### config.mk
export PLATFORM = sky130hd
export DESIGN_NAME = max_search_seq_flat
export DESIGN_NICKNAME = d
export VERILOG_FILES = /design/src/rtl/dac_max_pkg.sv /design/src/rtl/max_search_seq_if.sv /design/src/rtl/max_cmp2.sv /design/src/rtl/max_search_seq.sv /design/src/flat_wrapper.sv
export SDC_FILE = /design/constraint.sdc
export NUM_CORES = 1
export LEC_CHECK = 0
export CORE_ASPECT_RATIO = 0.9
export CORE_MARGIN = 1.5
export CORE_UTILIZATION = 45
export DETAILED_ROUTE_END_ITERATION = 16
export MAX_ROUTING_LAYER = met4
export PLACE_DENSITY = 0.75
export SYNTH_ARGS = -nofsm -noshare
export SYNTH_HDL_FRONTEND = slang
export SYNTH_SLANG_ARGS = --single-unit
### constraint.sdc
create_clock -name clk -period 9.2 [get_ports clk]
set_input_delay 1.84 -clock clk [delete_from_list [all_inputs] [get_ports clk]]
set_output_delay 1.84 -clock clk [all_outputs]
set_load 0.005 [all_outputs]
### src/rtl/dac_max_pkg.sv
// ---------------------------------------------------------------------------
// dac_max_pkg
// Shared definitions for the sequential max-finder (max_search_seq):
//   - default frame geometry N_DEF / W_DEF / IW_DEF
//   - scan FSM state encoding scan_state_t
//   - clog2 helper used for index-width legality checks
// ---------------------------------------------------------------------------
package dac_max_pkg;

  localparam int N_DEF  = 18;
  localparam int W_DEF  = 7;
  localparam int IW_DEF = 5;

  typedef enum logic [1:0] {
    IDLE = 2'd0,
    SCAN = 2'd1,
    DONE = 2'd2
  } scan_state_t;

  // Ceiling log2; clog2(1) is 0.
  function automatic int clog2(input int value);
    int res;
    res = 0;
    while ((1 << res) < value) res++;
    return res;
  endfunction

endpackage

### src/rtl/max_search_seq_if.sv
// ---------------------------------------------------------------------------
// max_search_seq_if
// Frame request / result bundle for max_search_seq.
//   start    : request to capture data_in and begin a scan
//   data_in  : flat frame, code k at [k*W+W-1 : k*W]
//   busy     : scan in progress (SCAN or DONE)
//   done     : one-cycle result strobe
//   max_out  : frame maximum, held until the next done
//   max_idx  : index of the maximum (only with MAX_INDEX_EN)
// Modports: master (frame producer), slave (max_search_seq).
// Configuration macro: MAX_INDEX_EN adds max_idx.
// ---------------------------------------------------------------------------
interface max_search_seq_if #(
  parameter int N  = 18,
  parameter int W  = 7,
  parameter int IW = 5
) ();

  logic           start;
  logic [N*W-1:0] data_in;
  logic           busy;
  logic           done;
  logic [W-1:0]   max_out;
`ifdef MAX_INDEX_EN
  logic [IW-1:0]  max_idx;
`endif

  // The index output must be able to name every code in the frame.
  if ((1 << IW) < N) begin : g_iw_too_small
    $error("max_search_seq_if: IW too small for N");
  end

`ifdef MAX_INDEX_EN
  modport master (output start, data_in, input busy, done, max_out, max_idx);
  modport slave  (input start, data_in, output busy, done, max_out, max_idx);
`else
  modport master (output start, data_in, input busy, done, max_out);
  modport slave  (input start, data_in, output busy, done, max_out);
`endif

endinterface

### src/rtl/max_cmp2.sv
// ---------------------------------------------------------------------------
// max_cmp2
// W-bit unsigned 2-input max.
//   in0_i, in1_i : operands
//   max_o        : larger operand (in1_i on a tie)
//   sel_o        : 1 when in1_i >= in0_i
// ---------------------------------------------------------------------------
module max_cmp2 #(
  parameter int W = 7
) (
  input  logic [W-1:0] in0_i,
  input  logic [W-1:0] in1_i,
  output logic [W-1:0] max_o,
  output logic         sel_o
);

  // >= makes ties resolve to in1, which the scan uses as "later index wins".
  assign sel_o = (in1_i >= in0_i);
  assign max_o = sel_o ? in1_i : in0_i;

endmodule

### src/rtl/max_search_seq.sv
// ---------------------------------------------------------------------------
// max_search_seq
// Sequential max-finder: captures a frame of N unsigned W-bit codes on an
// accepted start, then scans them with one shared comparator, one code per
// cycle. done pulses N cycles after start is accepted, with max_out (and
// max_idx) valid in that cycle.
// Ports:
//   clk : system clock, rising edge
//   rst : synchronous active-high reset (aborts a scan, clears outputs)
//   bus : max_search_seq_if.slave (start, data_in, busy, done, max_out,
//         max_idx)
// Configuration macro: MAX_INDEX_EN builds the index tracking and max_idx.
// ---------------------------------------------------------------------------
module max_search_seq
  import dac_max_pkg::*;
#(
  parameter int N  = N_DEF,
  parameter int W  = W_DEF,
  parameter int IW = IW_DEF
) (
  input  logic            clk,
  input  logic            rst,
  max_search_seq_if.slave bus
);

  if (N < 2 || N > 32 || clog2(N) > IW) begin : g_param_err
    $error("max_search_seq: illegal N/IW combination");
  end

  scan_state_t   state_q, state_d;
  logic [W-1:0]  frame_q [N];
  logic [W-1:0]  frame_d [N];
  logic [W-1:0]  acc_q, acc_d;
  logic [IW-1:0] cnt_q, cnt_d;
  logic [W-1:0]  max_out_q, max_out_d;
  logic [W-1:0]  cmp_in1;
  logic [W-1:0]  cmp_max;
`ifdef MAX_INDEX_EN
  logic          cmp_sel;
  logic [IW-1:0] acc_idx_q, acc_idx_d;
  logic [IW-1:0] max_idx_q, max_idx_d;
`else
  logic          cmp_sel_unused;
`endif

  assign cmp_in1 = frame_q[cnt_q];

  max_cmp2 #(.W(W)) u_cmp (
    .in0_i (acc_q),
    .in1_i (cmp_in1),
    .max_o (cmp_max),
`ifdef MAX_INDEX_EN
    .sel_o (cmp_sel)
`else
    .sel_o (cmp_sel_unused)
`endif
  );

  always_comb begin
    state_d   = state_q;
    frame_d   = frame_q;
    acc_d     = acc_q;
    cnt_d     = cnt_q;
    max_out_d = max_out_q;
`ifdef MAX_INDEX_EN
    acc_idx_d = acc_idx_q;
    max_idx_d = max_idx_q;
`endif
    case (state_q)
      IDLE: begin
        if (bus.start) begin
          for (int k = 0; k < N; k++) begin
            frame_d[k] = bus.data_in[k*W +: W];
          end
          // Code 0 seeds the accumulator, so the scan starts at index 1.
          acc_d   = bus.data_in[W-1:0];
          cnt_d   = IW'(1);
`ifdef MAX_INDEX_EN
          acc_idx_d = '0;
`endif
          state_d = SCAN;
        end
      end
      SCAN: begin
        acc_d = cmp_max;
`ifdef MAX_INDEX_EN
        if (cmp_sel) acc_idx_d = cnt_q;
`endif
        if (cnt_q == IW'(N - 1)) begin
          // Load the results from the final compare so they are valid
          // during the single DONE cycle.
          max_out_d = cmp_max;
`ifdef MAX_INDEX_EN
          max_idx_d = cmp_sel ? cnt_q : acc_idx_q;
`endif
          state_d   = DONE;
        end else begin
          cnt_d = cnt_q + IW'(1);
        end
      end
      DONE: begin
        state_d = IDLE;
      end
      default: begin
        state_d = IDLE;
      end
    endcase
  end

  always_ff @(posedge clk) begin
    if (rst) begin
      state_q   <= IDLE;
      for (int k = 0; k < N; k++) frame_q[k] <= '0;
      acc_q     <= '0;
      cnt_q     <= '0;
      max_out_q <= '0;
`ifdef MAX_INDEX_EN
      acc_idx_q <= '0;
      max_idx_q <= '0;
`endif
    end else begin
      state_q   <= state_d;
      frame_q   <= frame_d;
      acc_q     <= acc_d;
      cnt_q     <= cnt_d;
      max_out_q <= max_out_d;
`ifdef MAX_INDEX_EN
      acc_idx_q <= acc_idx_d;
      max_idx_q <= max_idx_d;
`endif
    end
  end

  assign bus.busy    = (state_q != IDLE);
  assign bus.done    = (state_q == DONE);
  assign bus.max_out = max_out_q;
`ifdef MAX_INDEX_EN
  assign bus.max_idx = max_idx_q;
`endif

endmodule

### src/flat_wrapper.sv
// flat-port wrapper written by rule: the top's interface ports become plain ports
module max_search_seq_flat import dac_max_pkg::*;
#(
  parameter int N  = N_DEF,
  parameter int W  = W_DEF,
  parameter int IW = IW_DEF
)
  (clk, rst, bus_start, bus_data_in, bus_busy, bus_done, bus_max_out);
  max_search_seq_if #(.N(N), .W(W), .IW(IW)) bus_i ();
  input  logic clk;
  input  logic rst;
  input wire logic [$bits(bus_i.start)-1:0] bus_start;
  input wire logic [$bits(bus_i.data_in)-1:0] bus_data_in;
  output wire logic [$bits(bus_i.busy)-1:0] bus_busy;
  output wire logic [$bits(bus_i.done)-1:0] bus_done;
  output wire logic [$bits(bus_i.max_out)-1:0] bus_max_out;
  assign bus_i.start = bus_start;
  assign bus_i.data_in = bus_data_in;
  assign bus_busy = bus_i.busy;
  assign bus_done = bus_i.done;
  assign bus_max_out = bus_i.max_out;
  max_search_seq #(.N(N), .W(W), .IW(IW)) u_core (.clk(clk), .rst(rst), .bus(bus_i));
endmodule
==> results.cfg <==
[clocking]
hold_buffers = 0
htreeDepth = 4
clock-sinks = 147
cts_buffers = 17
cts_tree = built
cts-root-buf = clkbuf_16
cts_buffer_depth = 2
cts_resized = 0
clk_latency_ns = 0.44
post_cts_buffers = 0
clkTransAtPathRegs_ns = 0.06

[setup_path]
critPathCaptureType = register
path_delay_family = compound AO/OA/AOI/OAI gates
path_class = register to register
crit_buf_inv = 1
cpPeakStageDelay_ns = 0.80
critPathLaunchType = register
cp_slowest_cell = a211oi_2
arrival_ns = 4.64
ff2ff_setup_slack_ns = 4.85
crit_fanout = 52
required_ns = 9.49
cp.depth = 11
worstPathCellList = buf_4, mux2_2, a222oi_1, nand2_1, a31oi_2, ha_1, nand2b_1, a211o_1, a211oi_2, or3_1, o221ai_1
reg2reg_depth = 11

[pwr]
vdd_drop_max_mv = 0.160
p_per_area_nw_per_um2 = 188
cellLeakagePower_nw = 3.18

[synthesis]
synthDistinctLibCells = 51
synth_area_per_cell_um2 = 8.31
synth_nets = 947
syn_area_um2 = 6720
yosysWarnings = 0
ys_seq_area_share_pct = 43.8
yosys_register_bits = 147
synthCells = 809

[global_route]
grt_pass1_vias = 5611
grt_pass1_wl_um = 28100
track_usage_pct = 23.3
antenna_found_initial = 0
overflow = 0
grt_start_max_net_pins = 114

[timing]
holdWs_ns = 0.453
finalCritPeriodShare_pct = 47.3
period_needed_ns = 4.35
hold_viol = 0
timing_worst_slew_pin_value_ns = 1.12
fmax_ghz = 0.230
max_slew_margin_pct = 25.5
maxSlewViolCount = 0
finalSetupTns_ns = 0
clock_skew_ns = 0.00811
grt_setup_unrepaired = false
setup_viol = 0

[routing]
drc_errors = 0
antenna_left = 0
wl_per_cell_um = 15.4
drt-pass1-iter-count = 7
drt-total-wl_um = 17300
viasPerCell = 5.28
vias = 5903
drtIter0Drc = 524

[flow_run]
cap_violations = 0

[placement]
dp_hpwl_um = 11900
place_congestion = 0.849
port_buffers = 137
numPlacedInstances = 1087

[layout]
area_growth_pct = 28.8
final_common_cell = nand2_1
instances_no_fill = 1119
drive_above_1_share_pct = 9.45
antenna_cells = 0
fin_nets = 1046
layout_common_cells = 280 x nand2_1, 146 x dfxtp_1, 136 x clkdlybuf4s50_1

[die]
initial_core_util_pct = 45.9
ios = 138
coreArea_um2 = 14700
die_y_um = 119
rows = 42
die_x_um = 132
die_area_um2 = 15700

[hold_path]
hold_path_class = register to register
whs_path_depth = 2

[status]
status = complete, no violations
==> final timing paths <==
check / start / endpoint
setup reg to reg: u_core.cnt_q[1] / u_core.acc_q[5]
setup / recovery: u_core.cnt_q[1] / u_core.acc_q[5]
hold / removal: u_core.frame_q[6] / u_core.frame_q[6]
hold reg to reg: u_core.frame_q[6] / u_core.frame_q[6]
==> worst reg2reg max path: stages, from the launching register on <==
cell,delay (ns)
dfxtp_2,0.31
buf_4,0.63
mux2_2,0.44
a222oi_1,0.33
nand2_1,0.13
a31oi_2,0.27
ha_1,0.28
nand2b_1,0.15
a211o_1,0.30
a211oi_2,0.80
or3_1,0.40
o221ai_1,0.17
==> where the power goes <==
part           switching, W  internal [W]  leakage, nW  total [W]
clock              0.000272      0.000414        0.288   0.000685
sequential        0.0000228      0.000675         1.21   0.000698
combinational      0.000129      0.000117         1.69   0.000246
total              0.000423       0.00121         3.18    0.00163
==> cells by family after synthesis <==
group           synth area share, %
buf+inv                        5.55
simple gates                   20.4
fa+ha+maj                      1.67
flops                          43.8
mux                            10.6
xor+xnor                      0.391
compound gates                 17.7
==> state kept, by name (all words and copies together) (netlist names) <==
register and flops:
u_core.state_q 2, u_core.frame_q 126, u_core.acc_q 7, u_core.bus.max_out 7, u_core.cnt_q 5
==> through the flow <==
stage / instance area, µm² / total power (W) / util [%] / setup WS, ns
after floorplan: 6720 / 0.000861 / - / 6.15
after global placement: 8080 / 0.000951 / 55.1 / 4.72
after detailed placement: 8080 / 0.000956 / 55.1 / 4.68
after CTS: 8660 / 0.00164 / 59.1 / 4.83
after global routing: 8660 / 0.00170 / 59.1 / 4.55
final: 8660 / 0.00163 / 59.1 / 4.85
==> cell usage after synthesis, drive strengths merged <==
cell | number | area, µm²
a211oi | 3 | 27.5
and4bb | 2 | 25.0
mux2i | 24 | 240
nor2b | 6 | 37.5
a211o | 1 | 8.76
ha | 9 | 113
o221ai | 6 | 77.6
or3 | 1 | 6.26
nor4b | 2 | 30.0
and3b | 1 | 8.76
a32oi | 7 | 61.3
a222oi | 6 | 60.1
nand4b | 6 | 52.6
o22ai | 1 | 6.26
nor3 | 5 | 25.0
nand2b | 4 | 25.0
mux4 | 9 | 203
or2 | 1 | 6.26
a31oi | 2 | 18.8
a41oi | 5 | 81.3
a22oi | 7 | 52.6
buf | 33 | 211
o31ai | 1 | 7.51
xor2 | 3 | 26.3
nor3b | 2 | 20.0
dfxtp | 147 | 2940
nand2 | 280 | 1050
a2bb2oi | 5 | 43.8
inv | 13 | 48.8
clkbuf | 30 | 113
nand4 | 2 | 12.5
o2111ai | 2 | 17.5
a22o | 1 | 8.76
a21oi | 135 | 676
and2 | 1 | 6.26
mux2 | 22 | 270
nor2 | 16 | 62.6
o21ai | 8 | 40.0
==> metal layers <==
metal,global-route usage [%],wire length (µm),vias to the layer above
li1,-,-,2976
met2,35.5,7870,192
met4,9.93,388,0
met3,5.49,925,35
met1,29.8,8090,2700
met5,-,0,-
==> layout make-up <==
cell class / count / area (µm²)
fillers: 1276 / 6000
inverters: 13 / 48.8
repair buffers: 143 / 1410
well taps: 198 / 248
clock buffers: 20 / 457
multi-input cells: 586 / 3420
flip-flops and latches: 147 / 2940
clock inverters: 12 / 129
No activity file was read; power rests on OpenSTA's default activity.
